**src/rtl/regfile_sequencer.sv**
```systemverilog
// Multi-cycle sequencer for the 8x16 register file: latches one instruction per
// start handshake and steps through register reads, execute and writeback.
//
// state     | meaning
// ----------+-----------------------------------------------------------
// WAIT      | idle, w=1; accept instr into IR when s=1
// DECODE    | classify IR, no strobes
// ERR       | illegal opcode, err pulse for one cycle
// GET_A     | read Rn into A
// GET_B     | read Rm into B
// EXEC      | shifter/ALU step; loadc, or loads for CMP
// WRITE_RES | write C into Rd
// WRITE_IMM | write sximm8 into Rn
module regfile_sequencer #(
  parameter int DATA_W = 16
) (
  input  logic              clk,
  input  logic              rst_n,
  input  logic              s,
  input  logic [15:0]       instr,
  output logic              w,
  output logic              err,
  output logic [2:0]        readnum,
  output logic [2:0]        writenum,
  output logic              write,
  output logic              loada,
  output logic              loadb,
  output logic              loadc,
  output logic              loads,
  output logic              asel,
  output logic              bsel,
  output logic [1:0]        vsel,
  output logic [1:0]        shift,
  output logic [1:0]        aluop,
  output logic [DATA_W-1:0] sximm8
);

  typedef enum logic [2:0] {
    S_WAIT      = 3'd0,
    S_DECODE    = 3'd1,
    S_ERR       = 3'd2,
    S_GET_A     = 3'd3,
    S_GET_B     = 3'd4,
    S_EXEC      = 3'd5,
    S_WRITE_RES = 3'd6,
    S_WRITE_IMM = 3'd7
  } state_t;

  localparam logic [2:0] OPC_MOV = 3'b110;
  localparam logic [2:0] OPC_ALU = 3'b101;
  localparam logic [1:0] OP_MOV_IMM = 2'b10;
  localparam logic [1:0] OP_MOV_REG = 2'b00;
  localparam logic [1:0] ALU_CMP = 2'b01;
  localparam logic [1:0] ALU_MVN = 2'b11;

  state_t      state, state_nxt;
  logic [15:0] ir;

  logic [2:0] opcode;
  logic [1:0] op;
  logic [2:0] rn, rd, rm;
  logic [1:0] sh;

  logic is_mov_imm, is_mov_reg, is_alu, is_cmp, is_mvn;

  assign opcode = ir[15:13];
  assign op     = ir[12:11];
  assign rn     = ir[10:8];
  assign rd     = ir[7:5];
  assign sh     = ir[4:3];
  assign rm     = ir[2:0];

  assign is_mov_imm = (opcode == OPC_MOV) && (op == OP_MOV_IMM);
  assign is_mov_reg = (opcode == OPC_MOV) && (op == OP_MOV_REG);
  assign is_alu     = (opcode == OPC_ALU);
  assign is_cmp     = is_alu && (op == ALU_CMP);
  assign is_mvn     = is_alu && (op == ALU_MVN);

  assign sximm8 = DATA_W'(signed'(ir[7:0]));

  always_ff @(posedge clk or negedge rst_n) begin
    if (!rst_n) begin
      state <= S_WAIT;
      ir    <= '0;
    end else begin
      state <= state_nxt;
      if (state == S_WAIT && s)
        ir <= instr;
    end
  end

  always_comb begin
    state_nxt = state;
    unique case (state)
      S_WAIT:      if (s) state_nxt = S_DECODE;
      S_DECODE: begin
        if (is_mov_imm)                  state_nxt = S_WRITE_IMM;
        else if (is_mov_reg || is_mvn)   state_nxt = S_GET_B;
        else if (is_alu)                 state_nxt = S_GET_A;
        else                             state_nxt = S_ERR;
      end
      S_ERR:       state_nxt = S_WAIT;
      S_GET_A:     state_nxt = S_GET_B;
      S_GET_B:     state_nxt = S_EXEC;
      S_EXEC:      state_nxt = is_cmp ? S_WAIT : S_WRITE_RES;
      S_WRITE_RES: state_nxt = S_WAIT;
      S_WRITE_IMM: state_nxt = S_WAIT;
      default:     state_nxt = S_WAIT;
    endcase
  end

  // Moore outputs: depend only on state and IR, so reset forces them idle at once
  always_comb begin
    w        = 1'b0;
    err      = 1'b0;
    readnum  = 3'b000;
    writenum = 3'b000;
    write    = 1'b0;
    loada    = 1'b0;
    loadb    = 1'b0;
    loadc    = 1'b0;
    loads    = 1'b0;
    asel     = 1'b0;
    bsel     = 1'b0;
    vsel     = 2'b00;
    shift    = 2'b00;
    aluop    = 2'b00;
    unique case (state)
      S_WAIT:   w = 1'b1;
      S_DECODE: ;
      S_ERR:    err = 1'b1;
      S_GET_A: begin
        readnum = rn;
        loada   = 1'b1;
      end
      S_GET_B: begin
        readnum = rm;
        loadb   = 1'b1;
      end
      S_EXEC: begin
        shift = sh;
        aluop = is_alu ? op : 2'b00;
        asel  = is_mov_reg || is_mvn;
        if (is_cmp) loads = 1'b1;
        else        loadc = 1'b1;
      end
      S_WRITE_RES: begin
        writenum = rd;
        vsel     = 2'b00;
        write    = 1'b1;
      end
      S_WRITE_IMM: begin
        writenum = rn;
        vsel     = 2'b10;
        write    = 1'b1;
      end
      default: w = 1'b1;
    endcase
  end

endmodule

```
**config.mk**
```make
export PLATFORM = sky130hd
export DESIGN_NAME = regfile_sequencer
export DESIGN_NICKNAME = d
export VERILOG_FILES = /design/src/rtl/regfile_sequencer.sv
export SDC_FILE = /design/constraint.sdc
export NUM_CORES = 1
export LEC_CHECK = 0
export BUFFER_PORTS_ARGS = -buffer_cell sky130_fd_sc_hd__buf_2
export CAP_MARGIN = 40
export CORE_UTILIZATION = 49
export DETAILED_ROUTE_END_ITERATION = 12
export GPL_TIMING_DRIVEN = 0
export PLACE_DENSITY = 0.88
export SETUP_SLACK_MARGIN = 0.15
export SLEW_MARGIN = 20
export SYNTH_ARGS = -nofsm -noshare
export SYNTH_HDL_FRONTEND = slang
export SYNTH_SLANG_ARGS = --single-unit
```
**constraint.sdc**
```tcl
create_clock -name clk -period 2.59 [get_ports clk]
set_clock_uncertainty 0.2 [all_clocks]
set_input_delay 0.259 -clock clk [delete_from_list [all_inputs] [get_ports clk]]
set_output_delay 0.259 -clock clk [all_outputs]
set_load 0.01 [all_outputs]
```
==> results of run 1 <==
kinds of logic (layout without fill, tap and decap cells):
family	Yosys count	after routing
simple gates	33	33
mux	19	19
compound gates	10	10
flops	19	19
other cells	1	2
buf+inv	27	101
critical path: stages (launching register included):
cell     delay, ns
dfrtp_1       0.43
or3b_1        0.42
o21ai_0       0.25
nor2b_1       0.16
buf_2         0.13
power by group:
group / total (mW) / switching [mW] / internal [mW]
Sequential: 0.596 / 0.152 / 0.444
Clock: 0.151 / 0.0912 / 0.0599
Combinational: 1.10 / 0.446 / 0.659
synthesized netlist by cell type, drive strengths merged:
master | instances | area [sq um]
o21ai | 2 | 10.0
dfrtp | 19 | 475
nand2 | 6 | 22.5
buf | 22 | 183
nand4b | 1 | 8.76
inv | 3 | 11.3
nor2b | 5 | 31.3
conb | 1 | 3.75
or3b | 1 | 8.76
nor2 | 8 | 30.0
a2bb2oi | 1 | 8.76
and3 | 3 | 18.8
a22o | 3 | 26.3
nor3 | 1 | 16.3
clkbuf | 2 | 7.51
nor4b | 1 | 8.76
nor3b | 3 | 22.5
a221oi | 1 | 8.76
a211oi | 1 | 7.51
mux2 | 16 | 218
a21bo | 1 | 10.0
nand3 | 1 | 5.00
nand3b | 1 | 7.51
and2 | 1 | 8.76
mux2i | 3 | 30.0
and3b | 1 | 8.76
o32ai | 1 | 8.76
worst paths after layout:
path	start	endpoint	slack, ns	depth (start not counted)
hold reg to reg	ir[3]	ir[3]	0.34	1
max in group asynchronous	rst_n	ir[7]	1.69	2
hold / removal	s	state[0]	0.05	3
setup / recovery	ir[13]	asel	0.44	4
setup reg to reg	state[1]	ir[7]	0.84	6
min in group asynchronous	rst_n	ir[0]	0.21	2
flip-flops by register name, summed over array words and instances, names as in the netlist:
signal,cells
state,3
ir,16
area by class of cell:
class                           count  area [sq um]
Buffer                             24           190
Fill cell                         157           569
Tap cell                           28          35.0
Inverter                            3          11.3
Multi-Input combinational cell     64           533
Sequential cell                    19           475
Clock buffer                        4          26.3
Timing Repair Buffer               70           435
metal layers:
layer  vias up  track usage [%]
li1        505                -
met1       486             26.8
met4         0             5.41
met3         4             3.22
met5         -                0
met2        42             38.1
layout by cell type (no fill, tap or decap), drive strengths merged, types with 2 or more instances in the layout:
master       synthesis  layout
buf                 22      75
dfrtp               19      19
dlygate4sd3          0      17
mux2                16      16
nor2                 8       8
nand2                6       6
clkbuf               2       6
nor2b                5       5
nor3b                3       3
inv                  3       3
mux2i                3       3
a22o                 3       3
and3                 3       3
o21ai                2       2
conb                 1       2
timing repair:
action / 4_1_cts / 5_1_grt
hold endpoints to repair: 33 / 2
resized for setup: 0 / 0
hold buffers: 15 / 2
metrics by stage:
stage / area, sq um / utilization (%) / power (mW) / worst slack (ns) / hold WS (ns)
CTS: 1690 / 74.1 / 1.85 / 0.436 / 0.00478
detailed placement: 1510 / 66.4 / 1.68 / 0.779 / 0.0242
global route: 1710 / 75.0 / 1.98 / 0.290 / 0.0891
global placement: 1510 / 66.4 / 1.64 / 0.801 / 0.0193
floorplan: 1210 / - / 1.38 / 0.795 / -0.237
finish: 1710 / 75.0 / 1.85 / 0.438 / 0.0537
==> results.tsv, run 1 <==
metric	value	unit
largest net degree at the start of global routing	20	
Final Wtd Congestion	0.778	
Setup crit end kind	primary output	
Final Hold Vio Count	0	
Yosys cell types	31	
status	finished clean	
Num CTS Buffers	3	
CTS clock-pin slew for the worst setup and hold paths	0.11	ns
Synth Area in Adders	0	%
minimum clock period	2.15	ns
syn avg cell area	11.1	sq um
Pre-antenna DRT Iters	4	
Max Slew Vio Count	0	
post-synthesis simple-gate area fraction	16.4	%
Ports	56	
worst vdd ir	0.682	mV
DIE AREA	2660	sq um
Buffers on Ports	53	
Die Ht	51.6	um
Synth Area in Compound Gates	6.64	%
total wire length	2.63	mm
Cell Count Post-Placement	191	
Met1 Wirelength	1.17	mm
initial antenna violation count	0	
area grow syn2layout	41.5	%
Critical Path Fanout Max	5	
antenna-violating nets left	0	
CP startpoint kind	register	
fin cells	212	
Synth Register Bits	19	
max_cap viols	0	
Initial Util	53.0	%
CP required	2.13	ns
CP Class	register to primary output	
CTS max path bufs	2	
1st-iter DRT viols	21	
XOR/XNOR share of the synthesized area	0	%
post-DP HPWL	1.82	mm
CTS root buf	clkbuf_4	
WL per Instance	12.4	um
CTS Sinks	19	
PwrDens	1080	nW/um^2
global-route wire length before repair	4.25	mm
# nets final	204	
Yosys Warn Count	0	
Hold WC Path Type	input port to register	
sequential fraction of the synthesis area	39.4	%
# setup viols final	0	
setup repair bufs after CTS	0	
met3 WL	137	um
cell area after synthesis	1210	sq um
met2 wire length	1.31	mm
post-route setup TNS	0	ns
layout cells sized above 1	52.7	%
uppermost layer routed	met4	
later-pin clock latency in the skew report	0.29	ns
die width	51.6	um
unrepaired setup endpoints after global routing	false	
H-tree levels	1	
Via Count	1037	
# diodes	0	
combinational family with the most area after synthesis	multiplexers	
vias in the first global route	975	
mux share of post-synthesis cell area	20.5	%
Leak	0.894	nW
Max Clock Freq	0.465	GHz
Post-Syn Instances	109	
DR DRC count	0	
fin crit share	83.1	%
grt total ovfl	0	
WP data arrival	1.69	ns
core area	2280	sq um
num rows	17	
drt via density	4.89	
GRT Util Overall	21.4	%
CTS tree	done	
Note: power is estimated with default switching activity, not from simulation.
==> run 2: changes to the inputs <==
--- a/config.mk
+++ b/config.mk
@@ -7,10 +7,10 @@
 export LEC_CHECK = 0
 export BUFFER_PORTS_ARGS = -buffer_cell sky130_fd_sc_hd__buf_2
 export CAP_MARGIN = 40
-export CORE_UTILIZATION = 49
+export CORE_UTILIZATION = 41
 export DETAILED_ROUTE_END_ITERATION = 12
 export GPL_TIMING_DRIVEN = 0
-export PLACE_DENSITY = 0.88
+export PLACE_DENSITY = 0.79
 export SETUP_SLACK_MARGIN = 0.15
 export SLEW_MARGIN = 20
 export SYNTH_ARGS = -nofsm -noshare
==> constraint.sdc (replaced) <==
create_clock -name clk -period 1.9 [get_ports clk]
set_clock_uncertainty 0.2 [all_clocks]
set_input_delay 0.19 -clock clk [delete_from_list [all_inputs] [get_ports clk]]
set_output_delay 0.19 -clock clk [all_outputs]
set_load 0.01 [all_outputs]
==> run 2 against run 1 <==
Compared with the run above:
- first-iteration DRC count fell by 29%
- combinational power rose by 96%
- highest routed layer unchanged
- worst setup slack got worse by 0.43 ns
- final area rose by 21%
- final cell count rose by 13%
- routed wire length rose by 30%
- critical path type unchanged
- non-clock buffer count rose by 24
==> results.tsv, run 2 (synthesized netlist as in run 1, its figures left out) <==
metric	value	unit	change
status	finished clean		
WL per Instance	14.3	um	+16%
CP Class	register to primary output		
# setup viols final	0		unchanged
CTS Sinks	19		unchanged
DIE AREA	3160	sq um	+19%
PwrDens	1530	nW/um^2	+41%
worst vdd ir	1.21	mV	+77%
largest net degree at the start of global routing	20		unchanged
Pre-antenna DRT Iters	4		unchanged
Initial Util	43.4	%	-9.6 points
Setup crit end kind	primary output		
CTS root buf	clkbuf_4		
Max Slew Vio Count	0		unchanged
DR DRC count	0		unchanged
Buffers on Ports	53		unchanged
fin crit share	99.6	%	
Final Hold Vio Count	0		unchanged
vias in the first global route	1135		+16%
layout cells sized above 1	64.4	%	+12 points
CP startpoint kind	register		
Critical Path Fanout Max	2		-3
fin cells	239		+13%
Via Count	1138		+9.7%
# nets final	228		+12%
num rows	19		+2
core area	2780	sq um	+22%
post-route core utilization	74.4	%	-0.54 points
biggest regs	ir: 16 flops, state: 3 flops		
minimum clock period	1.89	ns	
drt via density	4.76		-2.7%
later-pin clock latency in the skew report	0.29	ns	about the same
die width	56.2	um	+9.0%
fin area	2070	sq um	+21%
H-tree levels	1		unchanged
Final WS setup	0.00740	ns	-0.431 ns
most common cell after layout, fill and taps aside	buf_2		
Hold WC Path Type	input port to asynchronous set/reset pin		
Ports	56		unchanged
CTS tree	done		
WP data arrival	1.50	ns	-0.19 ns
max reg flops	16		unchanged
unrepaired setup endpoints after global routing	true		
antenna-violating nets left	0		unchanged
initial antenna violation count	0		unchanged
GRT Util Overall	21.2	%	-0.12 points
Leak	1.08	nW	+21%
Max Clock Freq	0.528	GHz	
# diodes	0		unchanged
post-DP HPWL	1.94	mm	+6.7%
CTS clock-pin slew for the worst setup and hold paths	0.11	ns	about the same
max_cap viols	0		unchanged
Largest Register	ir		
area of placed instances	1510	sq um	+0.25%
Cell Count Post-Placement	194		+1.6%
1st-iter DRT viols	15		-29%
global-route wire length before repair	5.13	mm	+21%
DP Worst Slack	0.115	ns	-0.664 ns
Fin Hold WS	0.175	ns	+0.121 ns
total wire length	3.42	mm	+30%
Die Ht	56.2	um	+9.0%
CTS max path bufs	2		unchanged
CP required	1.51	ns	-0.62 ns
area grow syn2layout	71.7	%	
most frequent cells in the layout	buf_2, buf_4, dlygate4sd3_1, dfrtp_1, mux2_4		
Num CTS Buffers	3		unchanged
Final Wtd Congestion	0.817		+5.1%
grt total ovfl	0		unchanged
## run 2: cell types whose count changed in the layout (fill, tap and decap cells not counted), moves of 2 or more
cell,previous run,this run
buf_4,18,32
buf_6,2,9
mux2_2,6,0
mux2_4,10,16
buf_12,1,4
clkbuf_1,3,0
nor3b_1,3,0
and3_1,3,1
and3_4,0,2
buf_2,54,52
nor3b_2,0,2
## run 2: path summary, 6_finish.rpt
| path | start | to | slack (ns) | cells after the start |
|---|---|---|---|---|
| worst max-delay path | ir[13] | asel | 0.007 | 4 |
| max in group asynchronous | rst_n | state[2] | 1.00 | 2 |
| min in group clk | ir[6] | ir[6] | 0.35 | 1 |
| worst max register to register | state[1] | ir[13] | 0.05 | 7 |
| worst min register to register | ir[6] | ir[6] | 0.35 | 1 |
| worst min-delay path | rst_n | ir[5] | 0.17 | 2 |
## run 2: layout make-up
class / instances / area [sq um]
clock inverter: 1 / 5.00
timing repair buffer: 94 / 704
sequential: 19 / 477
inverter: 3 / 11.3
clock buffer: 3 / 22.5
buffer: 24 / 205
tap: 31 / 38.8
multi-input combinational: 64 / 607
fill: 196 / 711
## run 2: what timing repair did
action                     4_1_cts  5_1_grt
pin swaps                        4       10
setup endpoints to repair       25       32
gates resized for setup         19       17
hold endpoints to repair        36        0
setup buffers                   15        6
hold buffers                    18        0
cloned                           2        0
## run 2: stage by stage
| stage | power, mW | TNS [ns] |
|---|---|---|
| detailed placement | 2.31 | 0 |
| floorplan | 1.89 | 0 |
| global route | 3.38 | -0.157 |
| finish | 3.18 | 0 |
| global placement | 2.24 | 0 |
| CTS | 2.94 | 0 |
## run 2: routing by layer
| layer | GRT usage (%) | wire, um | up-vias |
|---|---|---|---|
| met5 | 0 | 0 | - |
| met4 | 8.36 | 56 | 0 |
| met3 | 1.86 | 110 | 6 |
| met2 | 38.3 | 1870 | 37 |
| met1 | 26.0 | 1380 | 543 |
| li1 | - | - | 552 |
## run 2: where the power goes
part	total (mW)	switching, mW	leakage (nW)	internal, mW
Sequential	0.812	0.205	0.225	0.606
Combinational	2.16	0.804	0.836	1.36
Clock	0.204	0.126	0.0177	0.0783
## run 2: critical path, stage by stage (launching register included)
cell and delay [ns]:
dfrtp_1 0.40, or3b_4 0.41, o21ai_2 0.13, nor2b_1 0.13
buf_2 0.13
==> run 3: changes to the inputs <==
--- a/config.mk
+++ b/config.mk
@@ -7,10 +7,12 @@
 export LEC_CHECK = 0
 export BUFFER_PORTS_ARGS = -buffer_cell sky130_fd_sc_hd__buf_2
 export CAP_MARGIN = 40
-export CORE_UTILIZATION = 41
+export CORE_ASPECT_RATIO = 0.7
+export CORE_UTILIZATION = 43
+export CTS_BUF_LIST = sky130_fd_sc_hd__clkbuf_4 sky130_fd_sc_hd__clkbuf_8
 export DETAILED_ROUTE_END_ITERATION = 12
 export GPL_TIMING_DRIVEN = 0
-export PLACE_DENSITY = 0.79
+export PLACE_DENSITY = 0.83
 export SETUP_SLACK_MARGIN = 0.15
 export SLEW_MARGIN = 20
 export SYNTH_ARGS = -nofsm -noshare
==> run 3 against run 2 <==
Compared with the run above:
- worst setup slack gained 0.028 ns
- routed wire length fell by 7.1%
- utilization increased by 2.2 points
- sequential share of layout area increased by 1.4 points
- clock power grew 52%
- non-clock buffer count decreased by 6
- total power fell by 3.7%
- flip-flop and latch count unchanged
- via count stayed put
- first-iteration DRC count grew 130%
- critical path type unchanged
- largest cell class unchanged
==> results.tsv, run 3 (synthesized netlist as in run 1, its figures left out) <==
metric	value	unit	change
Cell Count Post-Placement	197		+1.5%
num rows	15		-4
initial antenna violation count	0		unchanged
Max Clock Freq	0.536	GHz	+1.5%
# nets final	222		-2.6%
layout cells sized above 1	62.9	%	-1.6 points
1st-iter DRT viols	35		+20
# diodes	0		unchanged
DR DRC count	0		unchanged
hold path start	s		
Reg-to-Reg Start	state[1]		
area of placed instances	1520	sq um	+0.25%
Reg area	477	sq um	unchanged
drt via density	4.82		+1.3%
sequence of cells on the critical path	or3b_4, o21ai_2, nor2b_1, buf_2		
Hold WC Path Type	input port to register		
Final Hold Vio Count	0		unchanged
CTS max path bufs	2		unchanged
Fin Hold WS	0.0380	ns	-0.137 ns
Setup crit end kind	primary output		
area occupied by multi-input gates	572	sq um	-5.8%
Largest stage delay, worst path	0.40	ns	about the same
Final Wtd Congestion	0.826		+1.1%
status	finished clean		
fin crit share	98.1	%	-1.5 points
Num CTS Buffers	3		unchanged
PwrDens	1560	nW/um^2	+1.9%
Leak	1.02	nW	-5.2%
fin area	1960	sq um	-5.6%
H-tree levels	1		unchanged
CP Launch Point	ir[13]		
WL per Instance	13.5	um	-5.9%
CP Class	register to primary output		
max reg flops	16		unchanged
Max Slew Vio Count	0		unchanged
DIE AREA	3020	sq um	-4.4%
Initial Util	47.3	%	+3.9 points
antenna-violating nets left	0		unchanged
Pre-antenna DRT Iters	4		unchanged
WP buf/inv	1		unchanged
biggest regs	ir: 16 flops, state: 3 flops		
CP max stage cell	or3b_4		
core area	2550	sq um	-8.2%
CTS clock-pin slew for the worst setup and hold paths	0.08	ns	-0.03 ns
CTS tree	done		
fin cells	236		-1.3%
global-route wire length before repair	4.97	mm	-3.1%
area grow syn2layout	62.1	%	
worst vdd ir	0.972	mV	-19%
most frequent cells in the layout	buf_2, buf_4, dfrtp_1, dlygate4sd3_1, mux2_4		
Critical Path Fanout Max	2		unchanged
CTS root buf	clkbuf_8		
post-DP HPWL	1.93	mm	-0.90%
CTS Sinks	19		unchanged
die width	65.3	um	+16%
Pwr Total	3.06	mW	-3.7%
CP required	1.51	ns	about the same
# setup viols final	0		unchanged
largest net degree at the start of global routing	20		unchanged
max_cap viols	0		unchanged
unrepaired setup endpoints after global routing	true		
Via Count	1138		unchanged
Largest Register	ir		
grt total ovfl	0		unchanged
CP startpoint kind	register		
GRT Util Overall	22.8	%	+1.6 points
minimum clock period	1.86	ns	-0.0285 ns
most common cell after layout, fill and taps aside	buf_2		
Buffers on Ports	53		unchanged
Die Ht	46.3	um	-18%
later-pin clock latency in the skew report	0.26	ns	-0.03 ns
cell family with the largest share of critical-path delay	simple AND/OR/NAND/NOR gates		
vias in the first global route	1048		-7.7%
Fillers	176		-10%
post-route core utilization	76.6	%	+2.2 points
WP data arrival	1.47	ns	-0.03 ns
Ports	56		unchanged
total wire length	3.18	mm	-7.1%
==> run 3: area by class of cell <==
| type | instances | area share [%] |
|---|---|---|
| repair buffers | 88 | 30.8 |
| multi-input cells | 64 | 29.2 |
| flip-flops and latches | 19 | 24.4 |
| plain buffers | 24 | 10.4 |
| clock buffers | 4 | 2.50 |
| well taps | 34 | 2.18 |
| inverters | 3 | 0.576 |
==> run 3: worst reg2reg max path: stages (launching register included) <==
cell and delay (ns):
dfrtp_1 0.38, buf_6 0.15, nor3_4 0.18, and2_4 0.17, buf_8 0.13, clkbuf_16 0.16
mux2_4 0.29
==> run 3: worst paths after layout <==
kind / end / slack [ns] / cells past startpoint
hold reg to reg: ir[3] / 0.34 / 1
setup / recovery: asel / 0.04 / 4
min in group asynchronous: ir[12] / 0.21 / 2
max in group asynchronous: state[2] / 0.96 / 2
setup reg to reg: ir[7] / 0.12 / 6
hold / removal: state[0] / 0.04 / 3
==> run 3: power breakdown <==
group          total (mW)  leakage [nW]  switching, mW  internal, mW
combinational        1.95         0.772          0.753          1.20
clock               0.310        0.0262          0.146         0.164
sequential          0.800         0.225          0.192         0.608
total                3.06          1.02           1.09          1.97
==> run 3: repair_timing <==
item	4_1_cts	5_1_grt
setup buffers	13	4
resized for setup	13	9
pin swaps	5	5
hold buffers	17	0
hold endpoints to repair	35	0
cloned	0	1
setup endpoints to repair	25	26
==> run 3: per-layer routing <==
metal	up-vias	GRT usage, %	part of all wire [%]
met5	-	0	0
met4	0	6.52	1.1
met3	4	7.18	8.4
met2	57	35.9	43
met1	538	30.4	47
li1	539	-	-
==> run 3: through the flow <==
| step | setup WS [ns] | TNS [ns] |
|---|---|---|
| 5_1_grt | -0.0146 | -0.0287 |
| 2_1_floorplan | 0.174 | 0 |
| 3_3_place_gp | 0.155 | 0 |
| 3_5_place_dp | 0.132 | 0 |
| 4_1_cts | 0.0417 | 0 |
| 6_report | 0.0359 | 0 |
